File: src/rtl/sha256ctx_sched_pkg.sv
// sha256ctx_sched_pkg: shared constants, FSM encoding and pipeline record types for the round sequencer
package sha256ctx_sched_pkg;
  localparam int ROUNDS   = 64;
  localparam int EDGE_LEN = 8;
  localparam int CTRL_DLY = 2;
  localparam int SAVE_DLY = 6;
  localparam int CNT_W    = 6;
  localparam int WORD_W   = 3;
  typedef enum logic [2:0] {
    ST_IDLE,
    ST_LOAD,
    ST_ROUND,
    ST_EDGE,
    ST_FLUSH
  } st_e;
  // What a context asks for in its current slot
  typedef struct packed {
    logic             rdy;
    logic             ld;
    logic             rnd;
    logic             sv;
    logic             dn;
    logic [CNT_W-1:0] cnt;
  } iss_t;
  // One entry of the result-save delay line
  typedef struct packed {
    logic              v;
    logic              dn;
    logic              ctx;
    logic [WORD_W-1:0] word;
  } sv_t;
endpackage

File: src/rtl/sha256ctx_sched_fsm.sv
// sha256ctx_sched_fsm: block sequencer and slot counter for one SHA256 context
module sha256ctx_sched_fsm
  import sha256ctx_sched_pkg::*;
(
  input  logic clk_i,
  input  logic rst_ni,
  input  logic adv_i,
  input  logic start_i,
  output iss_t iss_o,
  output logic busy_o
);
  st_e              state_q, state_d, eff_st;
  logic [CNT_W-1:0] cnt_q, cnt_d;
  logic             last;
  // State and slot counter advance only in this context's own slot
  always_ff @(posedge clk_i or negedge rst_ni) begin
    if (!rst_ni) begin
      state_q <= ST_IDLE;
      cnt_q   <= '0;
    end else if (adv_i) begin
      state_q <= state_d;
      cnt_q   <= cnt_d;
    end
  end
  // An accepted start turns the IDLE slot into the first LOAD slot, so no slot is wasted
  always_comb begin
    eff_st  = (state_q == ST_IDLE && start_i) ? ST_LOAD : state_q;
    last    = cnt_q == ((eff_st == ST_ROUND) ? CNT_W'(ROUNDS - 1) : CNT_W'(EDGE_LEN - 1));
    state_d = eff_st;
    case (eff_st)
      ST_LOAD, ST_EDGE: state_d = last ? ST_ROUND : eff_st;
      ST_ROUND:         state_d = last ? (start_i ? ST_EDGE : ST_FLUSH) : ST_ROUND;
      ST_FLUSH:         state_d = last ? ST_IDLE : ST_FLUSH;
      default:          state_d = eff_st;
    endcase
    cnt_d = (last || eff_st == ST_IDLE) ? '0 : cnt_q + 1'b1;
  end
  // Slot request decode
  always_comb begin
    iss_o.rdy = start_i && (state_q == ST_IDLE || (state_q == ST_ROUND && last));
    iss_o.ld  = eff_st == ST_LOAD || eff_st == ST_EDGE;
    iss_o.rnd = eff_st == ST_ROUND;
    iss_o.sv  = eff_st == ST_EDGE || eff_st == ST_FLUSH;
    iss_o.dn  = (eff_st == ST_EDGE || eff_st == ST_FLUSH) && last;
    iss_o.cnt = cnt_q;
    busy_o    = state_q != ST_IDLE;
  end
endmodule

File: src/rtl/sha256ctx_sched.sv
// sha256ctx_sched: two-context interleaved SHA256 round sequencer with strobe and save delay lines
module sha256ctx_sched
  import sha256ctx_sched_pkg::*;
(
  input  logic       CLK,
  input  logic       rst_n,
  input  logic       en,
  input  logic [1:0] start,
  output logic [1:0] ready,
  output logic [1:0] done,
  output logic [1:0] busy,
  output logic       glbl_en,
  output logic       block2ctx_en,
  output logic       S0_rst,
  output logic       S1_CH_rst,
  output logic       T1_rst,
  output logic       D2E_en,
  output logic [3:0] ctx_rd_addr,
  output logic [5:0] k_idx,
  output logic [6:0] w_rd_addr,
  output logic       save_en,
  output logic [3:0] save_addr
);
  logic                     phase_q;
  iss_t                     iss [2];
  iss_t                     cur;
  sv_t                      sv_d;
  sv_t  [SAVE_DLY:0]        sv_q;
  logic [CTRL_DLY:0]        ld_q;
  logic [CTRL_DLY:0]        gen_q;
  logic [1:0]               ready_q;
  logic [3:0]               cra_q;
  logic [CNT_W-1:0]         k_q;
  logic [CNT_W:0]           wra_q;
  for (genvar c = 0; c < 2; c++) begin : g_ctx
    sha256ctx_sched_fsm u_fsm (
      .clk_i  (CLK),
      .rst_ni (rst_n),
      .adv_i  (en && phase_q == 1'(c)),
      .start_i(start[c]),
      .iss_o  (iss[c]),
      .busy_o (busy[c])
    );
  end
  // Pick the context owning this clock and build its save record
  always_comb begin
    cur       = phase_q ? iss[1] : iss[0];
    sv_d.v    = cur.sv;
    sv_d.dn   = cur.dn;
    sv_d.ctx  = cur.sv & phase_q;
    sv_d.word = cur.sv ? cur.cnt[WORD_W-1:0] : '0;
  end
  // Phase and issue-stage address registers
  always_ff @(posedge CLK or negedge rst_n) begin
    if (!rst_n) begin
      phase_q <= 1'b0;
      cra_q   <= '0;
      k_q     <= '0;
      wra_q   <= '0;
    end else if (en) begin
      phase_q <= ~phase_q;
      cra_q   <= cur.ld ? {phase_q, cur.cnt[WORD_W-1:0]} : '0;
      k_q     <= cur.rnd ? cur.cnt : '0;
      wra_q   <= cur.rnd ? {phase_q, cur.cnt} : '0;
    end
  end
  // Strobe and save delay lines freeze together with the rest of the sequencer
  always_ff @(posedge CLK or negedge rst_n) begin
    if (!rst_n) begin
      ld_q <= '0;
      sv_q <= '0;
    end else if (en) begin
      ld_q <= {ld_q[CTRL_DLY-1:0], cur.ld};
      sv_q <= {sv_q[SAVE_DLY-1:0], sv_d};
    end
  end
  // Ready pulse and enable pipeline keep running so pulses clear and glbl_en drops while frozen
  always_ff @(posedge CLK or negedge rst_n) begin
    if (!rst_n) begin
      ready_q <= '0;
      gen_q   <= '0;
    end else begin
      ready_q <= (en && cur.rdy) ? (phase_q ? 2'b10 : 2'b01) : '0;
      gen_q   <= {gen_q[CTRL_DLY-1:0], en};
    end
  end
  assign ready        = ready_q;
  assign glbl_en      = gen_q[CTRL_DLY];
  assign block2ctx_en = ld_q[CTRL_DLY];
  assign S0_rst       = ld_q[CTRL_DLY];
  assign S1_CH_rst    = ld_q[CTRL_DLY];
  assign T1_rst       = ld_q[CTRL_DLY];
  assign D2E_en       = ld_q[CTRL_DLY];
  assign ctx_rd_addr  = cra_q;
  assign k_idx        = k_q;
  assign w_rd_addr    = wra_q;
  assign save_en      = sv_q[SAVE_DLY].v;
  assign save_addr    = {sv_q[SAVE_DLY].ctx, sv_q[SAVE_DLY].word};
  // gen_q[0] marks that the save line shifted on the last edge, so done lasts one clock only
  assign done = (sv_q[SAVE_DLY].dn && gen_q[0]) ? (sv_q[SAVE_DLY].ctx ? 2'b10 : 2'b01) : 2'b00;
endmodule

File: config.mk
export PLATFORM = sky130hd
export DESIGN_NAME = sha256ctx_sched
export DESIGN_NICKNAME = d
export VERILOG_FILES = /design/src/rtl/sha256ctx_sched_pkg.sv /design/src/rtl/sha256ctx_sched_fsm.sv /design/src/rtl/sha256ctx_sched.sv
export SDC_FILE = /design/constraint.sdc
export NUM_CORES = 1
export LEC_CHECK = 0
export CAP_MARGIN = 20
export CORE_UTILIZATION = 27
export DETAILED_ROUTE_END_ITERATION = 10
export GPL_TIMING_DRIVEN = 0
export PLACE_DENSITY_LB_ADDON = 0.05
export SKIP_CTS_REPAIR_TIMING = 1
export SYNTH_ARGS = -nofsm -noshare
export SYNTH_HDL_FRONTEND = slang
export SYNTH_SLANG_ARGS = --single-unit
File: constraint.sdc
create_clock -name CLK -period 3.2 [get_ports CLK]
set_input_delay 0.96 -clock CLK [delete_from_list [all_inputs] [get_ports CLK]]
set_output_delay 0.96 -clock CLK [all_outputs]
set_load 0.02 [all_outputs]
==> reports/results.txt, run 1 <==
final worst slack -> 0.2691 ns
filler cell count -> 1345
Cell Rows -> 42
DRC -> 0
largest net degree at the start of global routing -> 59
Least-Margin Pin Slew -> 0.6414 ns
Worst Path Required -> 2.24 ns
TritonCTS buffer count -> 9
CP max FO -> 10
hold_ws -> 0.3511 ns
Yosys warning count -> 0
Clock Root Buffer -> clkbuf_16
Post-synth top flop -> dfrtp_1
# Max-Cap Violations -> 0
Reg clk slew, reported paths -> 0.07 ns
HP Class -> flop to flop
Net Count, Synth -> 332
DR pass1 iterations -> 4
leakage power -> 0.001993 uW
Final min period -> 2.931 ns
RSZ-0062 raised after global routing -> false
io pins -> 39
clk sinks -> 80
ys async rst share -> 1.000
Die X -> 118.2 um
crit share post-route -> 0.9159
clock latency on the worst-skew pair -> 0.34 ns
pwr/cell area -> 919.1 nW/um2
Synth cell types -> 48
antenna violations before repair -> 0
Cells after Synth -> 325
Final setup viols -> 0
Max VDD drop -> 0.0004024 V
total core area -> 13190 um2
pre-CTS WS -> 0.01566 ns
#FFs+latches synth -> 80
startpoint type of the worst setup path -> flop
DR vias/cell -> 4.543
worst path cell trace -> clkbuf_1 -> or3_1 -> buf_4 -> clkdlybuf4s50_1
synthesized area -> 3645 um2
placer congestion estimate -> 0.8049
Post-Syn Area per Cell -> 11.21 um2
Nets -> 382
H-tree depth -> 3
Max-Slew Margin vs Limit -> 0.5724
initial core utilization -> 0.2763
vias in the first global route -> 2549
die area -> 13970 um2
number of routed nets with antenna violations -> 0
Final Hold Fails -> 0
Area growth, synth to finish -> 25.54%
status -> complete, no violations
CTS Buffer Depth -> 2
n_diodes -> 0
worst path arrival time -> 1.97 ns
slowest stage delay, CP -> 0.52 ns
GRT overflow -> 0
hpwl dp -> 5452 um
post-synthesis sequential area ratio -> 0.5493
first-pass GRT wire length -> 13630 um
f_max -> 0.3412 GHz
Final Skew -> 0.006313 ns
number of flops mapped to enable cells by yosys -> 0
CTS tree -> yes
final WL -> 8162 um
routed length per instance -> 14.68 um
GRT Total Usage -> 0.1274
Placed Area -> 4270 um2
Final Instance Area -> 4576 um2
critical setup path kind -> flop to primary output
chip height -> 118.2 um
Max stage delay cell, worst path -> clkdlybuf4s50_1
DRC marker count from the first detailed-route iteration -> 76
layout cells sized above 1 -> 0.2237
vias -> 2526
IO Port Bufs -> 38
final slew viol count -> 0
Crit. End Element -> primary output
-- logic make-up after synthesis --
family                   Yosys count  share of synthesized area
adder cells (fa/ha/maj)            2                   0.006865
AND/OR/NAND/NOR                   83                     0.1150
XOR/XNOR                           1                   0.002403
AO/OA/AOI/OAI                     56                     0.1033
buffers and inverters             55                    0.07621
multiplexers                      48                     0.1469
flip-flops                        80                     0.5493
-- synth_stat cells (all sizes together) (2+ instances only) --
| master | number | area [um2] |
|---|---|---|
| o2111ai | 2 | 17.52 |
| dfrtp | 80 | 2002 |
| a21oi | 3 | 15.01 |
| nand3 | 13 | 65.06 |
| or3 | 3 | 18.77 |
| a32o | 2 | 20.02 |
| inv | 24 | 90.09 |
| or2 | 2 | 15.02 |
| nor3b | 3 | 22.52 |
| ha | 2 | 25.02 |
| clkbuf | 10 | 37.54 |
| or4b | 2 | 20.02 |
| a31oi | 5 | 31.28 |
| mux2 | 41 | 465.4 |
| o21ai | 17 | 85.08 |
| nand2 | 25 | 93.84 |
| nor2 | 14 | 52.55 |
| buf | 21 | 150.1 |
| mux2i | 7 | 70.07 |
| and3 | 3 | 18.77 |
| nand2b | 3 | 18.77 |
| o22ai | 14 | 87.58 |
| nor3 | 6 | 30.03 |
| o41ai | 3 | 33.79 |
| nor2b | 3 | 18.77 |
-- state kept, by name, indices dropped and copies added, names as in the netlist --
name,cells
k_idx,5
save_addr,4
save_en,1
w_rd_addr,2
ctx_rd_addr,4
g_ctx.u_fsm.state_q,6
phase_q,1
gen_q,3
sv_q,37
ld_q,3
g_ctx.u_fsm.cnt_q,12
ready,2
-- report_power, final --
group / total, uW / internal, uW / switching [uW]
Clock: 1060 / 614 / 447
Sequential: 1650 / 1380 / 268
Combinational: 1500 / 762 / 734
-- worst max-delay path, delay by kind of cell, from the launching register on --
kind	cells	cell delay, ns
buffers and inverters	3	0.88
and+or+nand+nor	1	0.39
DFF	1	0.36
-- final timing paths --
check / startpoint / endpoint / slack [ns] / cells past startpoint
max: g_ctx[0].u_fsm.state_q[2] / busy[0] / 0.27 / 4
min: gen_q[1] / gen_q[2] / 0.35 / 0
min in group asynchronous: rst_n / sv_q[25] / 0.52 / 1
max in group asynchronous: rst_n / g_ctx[0].u_fsm.cnt_q[1] / 2.07 / 2
max reg2reg: g_ctx[0].u_fsm.state_q[2] / g_ctx[0].u_fsm.state_q[1] / 1.15 / 5
min reg2reg: gen_q[1] / gen_q[2] / 0.35 / 0
-- per-layer routing --
metal	track usage	vias up	part of all wire
met3	0.04102	7	0.037
met1	0.1657	1254	0.49
met4	0.04647	0	0.012
met5	0	-	0
li1	-	1226	-
met2	0.1974	39	0.46
-- metrics by stage --
step / cells / util / setup TNS [ns] / total power [uW]
final: 556 / 0.3469 / 0 / 4205
after global routing: 556 / 0.3469 / 0 / 4495
after floorplan: 325 / - / 0 / 2602
after detailed placement: 540 / 0.3238 / 0 / 3187
after global placement: 539 / 0.3219 / -158.19 / 3170
after CTS: 556 / 0.3469 / 0 / 4284
-- cells in the final DEF (no fill, tap or decap), types with 2 or more instances in the layout --
cell             instances
dfrtp_1                 80
mux2_2                  40
clkdlybuf4s50_1         37
nand2_1                 25
inv_1                   24
o21ai_0                 17
buf_4                   17
nor2_1                  14
o22ai_1                 14
nand3_1                 13
clkbuf_1                10
clkbuf_16                9
mux2i_1                  7
nor3_1                   6
a31oi_1                  5
or3_1                    3
buf_2                    3
nor3b_1                  3
and3_1                   3
a21oi_1                  3
nand2b_1                 3
nor2b_1                  3
o2111ai_1                2
a32o_1                   2
or4b_2                   2
o41ai_1                  2
ha_1                     2
clkinv_4                 2
-- layout make-up --
cell class,count,area (um2),share of cell area
Sequential cell,80,2002,0.4375
Inverter,24,90.09,0.01969
Buffer,31,187.7,0.04102
Clock inverter,7,80.08,0.01750
Timing Repair Buffer,39,405.4,0.08860
Tap cell,176,220.2,0.04813
Multi-Input combinational cell,190,1365,0.2983
Clock buffer,9,225.2,0.04922
No activity file was read; power rests on OpenSTA's default activity.
==> run 2, diff against run 1 <==
--- a/config.mk
+++ b/config.mk
@@ -9,8 +9,10 @@
 export CORE_UTILIZATION = 27
 export DETAILED_ROUTE_END_ITERATION = 10
 export GPL_TIMING_DRIVEN = 0
+export MAX_ROUTING_LAYER = met4
 export PLACE_DENSITY_LB_ADDON = 0.05
 export SKIP_CTS_REPAIR_TIMING = 1
 export SYNTH_ARGS = -nofsm -noshare
 export SYNTH_HDL_FRONTEND = slang
 export SYNTH_SLANG_ARGS = --single-unit
+export TNS_END_PERCENT = 30
==> reports/results.txt, run 2 (synthesized netlist as in run 1, its figures left out) <==
status -> complete, no violations
worst path arrival time -> 1.96 ns
TNS Setup -> 0 ns
hpwl dp -> 5452 um
total core area -> 13190 um2
filler cell count -> 1345
startpoint type of the worst setup path -> flop
DR vias/cell -> 4.527
R2R depth -> 5
f_max -> 0.3419 GHz
DRC -> 0
Area growth, synth to finish -> 25.54%
leakage power -> 0.001993 uW
Final Hold Fails -> 0
clk sinks -> 80
placer congestion estimate -> 0.8166
Final Instance Area -> 4576 um2
number of routed nets with antenna violations -> 0
Clock Root Buffer -> clkbuf_16
DR pass1 iterations -> 5
final slew viol count -> 0
HP Class -> flop to flop
n_diodes -> 0
Final Skew -> 0.004828 ns
vias in the first global route -> 2552
largest net degree at the start of global routing -> 59
top flop regs -> sv_q (37), g_ctx.u_fsm.cnt_q (12), g_ctx.u_fsm.state_q (6)
Final min period -> 2.924 ns
Max-Slew Margin vs Limit -> 0.5680
Least-Margin Pin Slew -> 0.6481 ns
clock latency on the worst-skew pair -> 0.34 ns
GRT Total Usage -> 0.1315
CP max FO -> 10
total power -> 4206 uW
final worst slack -> 0.2755 ns
Placed Area -> 4270 um2
largest register by flop count -> sv_q
CTS tree -> yes
Die X -> 118.2 um
Worst Path Required -> 2.24 ns
final WL -> 8144 um
Max VDD drop -> 0.0004025 V
RSZ-0062 raised after global routing -> false
io pins -> 39
Cell Rows -> 42
antenna violations before repair -> 0
initial core utilization -> 0.2763
Nets -> 382
critical setup path kind -> flop to primary output
pre-CTS WS -> 0.01566 ns
die area -> 13970 um2
GRT overflow -> 0
pwr/cell area -> 919.2 nW/um2
CTS Buffer Depth -> 2
chip height -> 118.2 um
layout cells sized above 1 -> 0.2237
routed length per instance -> 14.65 um
Crit. End Element -> primary output
commonest non-fill, non-tap cell in the layout -> dfrtp_1
H-tree depth -> 3
Reg clk slew, reported paths -> 0.06 ns
cell depth of the worst hold path -> 0
DRC marker count from the first detailed-route iteration -> 63
vias -> 2517
TritonCTS buffer count -> 9
first-pass GRT wire length -> 13640 um
# Max-Cap Violations -> 0
IO Port Bufs -> 38
Final setup viols -> 0
crit share post-route -> 0.9139
commonest cells after routing, fill and taps aside -> 80 x dfrtp_1, 40 x mux2_2, 37 x clkdlybuf4s50_1, 25 x nand2_1, 24 x inv_1
max reg flops -> 37
[run 2: cell counts in the layout (fill, tap and decap cells not counted)]
No cell type changed its count.
[run 2: routing by layer]
| layer | vias up | routed length (um) | GRT usage |
|---|---|---|---|
| met5 | - | 0 | - |
| met4 | 0 | 67 | 0.04647 |
| met3 | 4 | 311 | 0.04247 |
| met2 | 41 | 3768 | 0.1982 |
| met1 | 1247 | 3996 | 0.1654 |
| li1 | 1225 | - | - |
[run 2: per-stage QoR]
stage | util | std cells | hold slack [ns]
after CTS | 0.3469 | 556 | 0.3543
after global placement | 0.3219 | 539 | 0.3358
after floorplan | - | 325 | 0.3312
final | 0.3469 | 556 | 0.3508
after detailed placement | 0.3238 | 540 | 0.3387
after global routing | 0.3469 | 556 | 0.3690
[run 2: cell type report]
class / instances / area (um2) / area share
Sequential cell: 80 / 2002 / 0.4375
Multi-Input combinational cell: 190 / 1365 / 0.2983
Timing Repair Buffer: 39 / 405.4 / 0.08860
Clock buffer: 9 / 225.2 / 0.04922
Tap cell: 176 / 220.2 / 0.04813
Buffer: 31 / 187.7 / 0.04102
Inverter: 24 / 90.09 / 0.01969
Clock inverter: 7 / 80.08 / 0.01750
[run 2: worst max-delay path, cell delays in order, from the launching register on]
cell,delay (ns)
dfrtp_1,0.36
clkbuf_1,0.22
or3_1,0.38
buf_4,0.14
clkdlybuf4s50_1,0.52
[run 2: final timing paths]
check                                          start                   endpoint  slack [ns]
hold reg to reg                             gen_q[1]                   gen_q[2]        0.35
setup / recovery           g_ctx[0].u_fsm.state_q[2]                    busy[0]        0.28
hold / removal                              gen_q[1]                   gen_q[2]        0.35
setup reg to reg           g_ctx[0].u_fsm.state_q[2]  g_ctx[0].u_fsm.state_q[1]        1.15
max in group asynchronous                      rst_n    g_ctx[1].u_fsm.cnt_q[5]        2.06
min in group asynchronous                      rst_n                    ld_q[2]        0.52
[run 2: power by group]
group          leakage (uW)  switching [uW]  internal (uW)
registers           0.00102             268           1380
logic              0.000830             736            762
clock network      0.000148             446            614
total               0.00199            1450           2760
==> run 3, diff against run 2 <==
--- a/config.mk
+++ b/config.mk
@@ -14,5 +14,6 @@
 export SKIP_CTS_REPAIR_TIMING = 1
 export SYNTH_ARGS = -nofsm -noshare
 export SYNTH_HDL_FRONTEND = slang
+export SYNTH_HIERARCHICAL = 1
 export SYNTH_SLANG_ARGS = --single-unit
 export TNS_END_PERCENT = 30
==> constraint.sdc (replaced) <==
create_clock -name CLK -period 2.6 [get_ports CLK]
set_input_delay 0.78 -clock CLK [delete_from_list [all_inputs] [get_ports CLK]]
set_output_delay 0.78 -clock CLK [all_outputs]
set_load 0.02 [all_outputs]
==> reports/results.txt, run 3 <==
clock latency on the worst-skew pair -> 0.34 ns
Cell Rows -> 42
Final min period -> 2.450 ns
Worst Path Buf+Inv -> 5
CTS tree -> yes
Synth top cells by count -> 80 x dfrtp_1, 38 x mux2_2, 23 x buf_4
Crit. End Element -> flop
Worst setup startpoint -> en
Final Instance Area -> 4708 um2
Clock Root Buffer -> clkbuf_16
layout cells sized above 1 -> 0.2527
HP Start -> gen_q[1]
vias in the first global route -> 2572
leakage power -> 0.002158 uW
hold_ws -> 0.3545 ns
largest net degree at the start of global routing -> 43
io pins -> 39
post-synthesis sequential area ratio -> 0.5281
status -> complete, no violations
Post-Syn Area per Cell -> 11.81 um2
Net Count, Synth -> 328
Placed Area -> 4417 um2
vias -> 2522
Final Skew -> 0.004882 ns
RR Startpoint -> g_ctx[0].u_fsm/state_q[2]
GRT Total Usage -> 0.1317
top-count cell post-synth -> dfrtp_1
hold worst-path end -> gen_q[2]
largest area contributor in the netlist -> dfrtp_1
slowest stage delay, CP -> 0.33 ns
Area growth, synth to finish -> 24.19%
die area -> 14520 um2
commonest cells after routing, fill and taps aside -> 80 x dfrtp_1, 38 x mux2_2, 34 x clkdlybuf4s50_1, 24 x buf_4, 21 x nand2_1
commonest non-fill, non-tap cell in the layout -> dfrtp_1
R2R Setup Slk -> 0.67 ns
Reg clk slew, reported paths -> 0.06 ns
Flop pwr share -> 0.418
Critical R2R Capture -> sv_q[4]
IO Port Bufs -> 38
Sw Ratio -> 0.3360
Least-Margin Pin Slew -> 0.5692 ns
critical path's top delay family -> buffers and inverters
ranking of synthesized cells by area -> dfrtp_1 53%, mux2_2 11%, buf_4 4.6%
Pint -> 2942 uW
worst path cell trace -> dlymetal6s2s_1 -> buf_4 -> buf_4 -> buf_6 -> and2_1 -> clkbuf_2 -> or2b_2 -> o31ai_1 -> o311ai_1
TNS Setup -> 0 ns
pwr/cell area -> 941.2 nW/um2
largest register by flop count -> sv_q
DR vias/cell -> 4.569
Cells after Synth -> 321
top flop regs -> sv_q (37), g_ctx.u_fsm/cnt_q (12), g_ctx.u_fsm/state_q (6)
synthesized area -> 3791 um2
final slew viol count -> 0
CP max FO -> 10
number of flops mapped to enable cells by yosys -> 0
HP Class -> flop to flop
Final Hold Fails -> 0
max reg flops -> 37
Post-synth top flop -> dfrtp_1
Die X -> 120.5 um
Max-Slew Margin vs Limit -> 0.6205
crit share post-route -> 0.9421
area share of the largest cell type after synthesis -> 0.5281
CTS Buffer Depth -> 2
worst path arrival time -> 2.66 ns
CP dominant cell by count -> buf_4
placer congestion estimate -> 0.7201
filler cell count -> 1378
Yosys warning count -> 6
DRC marker count from the first detailed-route iteration -> 123
n_diodes -> 0
clk sinks -> 80
ys async rst share -> 1.000
routed length per instance -> 14.98 um
#FFs+latches synth -> 80
first-pass GRT wire length -> 14080 um
antenna violations before repair -> 0
# Max-Cap Violations -> 0
f_max -> 0.4082 GHz
final WL -> 8267 um
DRC -> 0
pre-CTS WS -> -0.7595 ns
final worst slack -> 0.1505 ns
chip height -> 120.5 um
Max stage delay cell, worst path -> or2b_2
Final Util -> 0.3500
cell depth of the worst hold path -> 0
H-tree depth -> 3
Comb pwr share -> 0.311
Synth cell types -> 42
TritonCTS buffer count -> 9
critical setup path kind -> input port to flop
Max VDD drop -> 0.0004378 V
startpoint type of the worst setup path -> input port
total core area -> 13450 um2
Final setup viols -> 0
hpwl dp -> 5636 um
RSZ-0062 raised after global routing -> false
DR pass1 iterations -> 4
GRT overflow -> 0
clock share of power -> 0.270
Switch Pwr -> 1489 uW
Worst Path Required -> 2.81 ns
initial core utilization -> 0.2818
Nets -> 378
R2R depth -> 7
number of routed nets with antenna violations -> 0
## run 3: power by group through the flow
| stage | logic [uW] | clock network (uW) | registers, uW |
|---|---|---|---|
| 2_1_floorplan | 931 | 0 | 1820 |
| 3_3_place_gp | 1390 | 0 | 1870 |
| 3_5_place_dp | 1390 | 0 | 1880 |
| 4_1_cts | 1400 | 1260 | 1860 |
| 5_1_grt | 1520 | 1300 | 1910 |
| 6_report | 1380 | 1200 | 1850 |
## run 3: final cells by class
| type | instances | area [um2] | area share |
|---|---|---|---|
| Timing Repair Buffer | 39 | 412.9 | 0.08770 |
| Sequential cell | 80 | 2002 | 0.4252 |
| Inverter | 7 | 26.28 | 0.005581 |
| Tap cell | 176 | 220.2 | 0.04677 |
| Buffer | 34 | 252.7 | 0.05368 |
| Clock buffer | 10 | 239.0 | 0.05076 |
| Multi-Input combinational cell | 200 | 1513 | 0.3213 |
| Clock inverter | 6 | 42.54 | 0.009035 |
## run 3: worst max-delay path by stage
| stage | end | slack (ns) | cells past startpoint |
|---|---|---|---|
| after global placement | g_ctx[1].u_fsm/cnt_q[2] | -2.43 | 1 |
| after CTS | g_ctx[1].u_fsm/state_q[0] | -0.38 | 9 |
| after floorplan | g_ctx[1].u_fsm/state_q[0] | 0.26 | 8 |
| final | g_ctx[1].u_fsm/state_q[0] | 0.15 | 9 |
| after detailed placement | g_ctx[1].u_fsm/state_q[0] | -0.76 | 9 |
| after global routing | g_ctx[1].u_fsm/state_q[0] | 0.008 | 9 |
## run 3: through the flow
step                      total power, uW  cells
after global placement               3259    535
final                                4431    552
after detailed placement             3273    536
after CTS                            4520    552
after floorplan                      2755    321
after global routing                 4733    552
## run 3: cells by family (layout without fill, tap and decap cells)
| kind of cell | count (synthesis) | after routing | share of synthesized area |
|---|---|---|---|
| xor gates and xnor gates | 5 | 5 | 0.01155 |
| adders and majority gates | 2 | 2 | 0.006600 |
| and+or+nand+nor | 92 | 92 | 0.1393 |
| AOI/OAI and AO/OA | 56 | 56 | 0.1076 |
| DFF | 80 | 80 | 0.5281 |
| buffers and inverters | 41 | 96 | 0.07294 |
| muxes | 45 | 45 | 0.1340 |
## run 3: routing by layer
layer,up-vias,share of wire,GRT usage
li1,1234,-,-
met1,1233,0.50,0.1692
met2,45,0.44,0.1925
met3,10,0.037,0.03774
met4,0,0.020,0.05787
met5,-,0,-
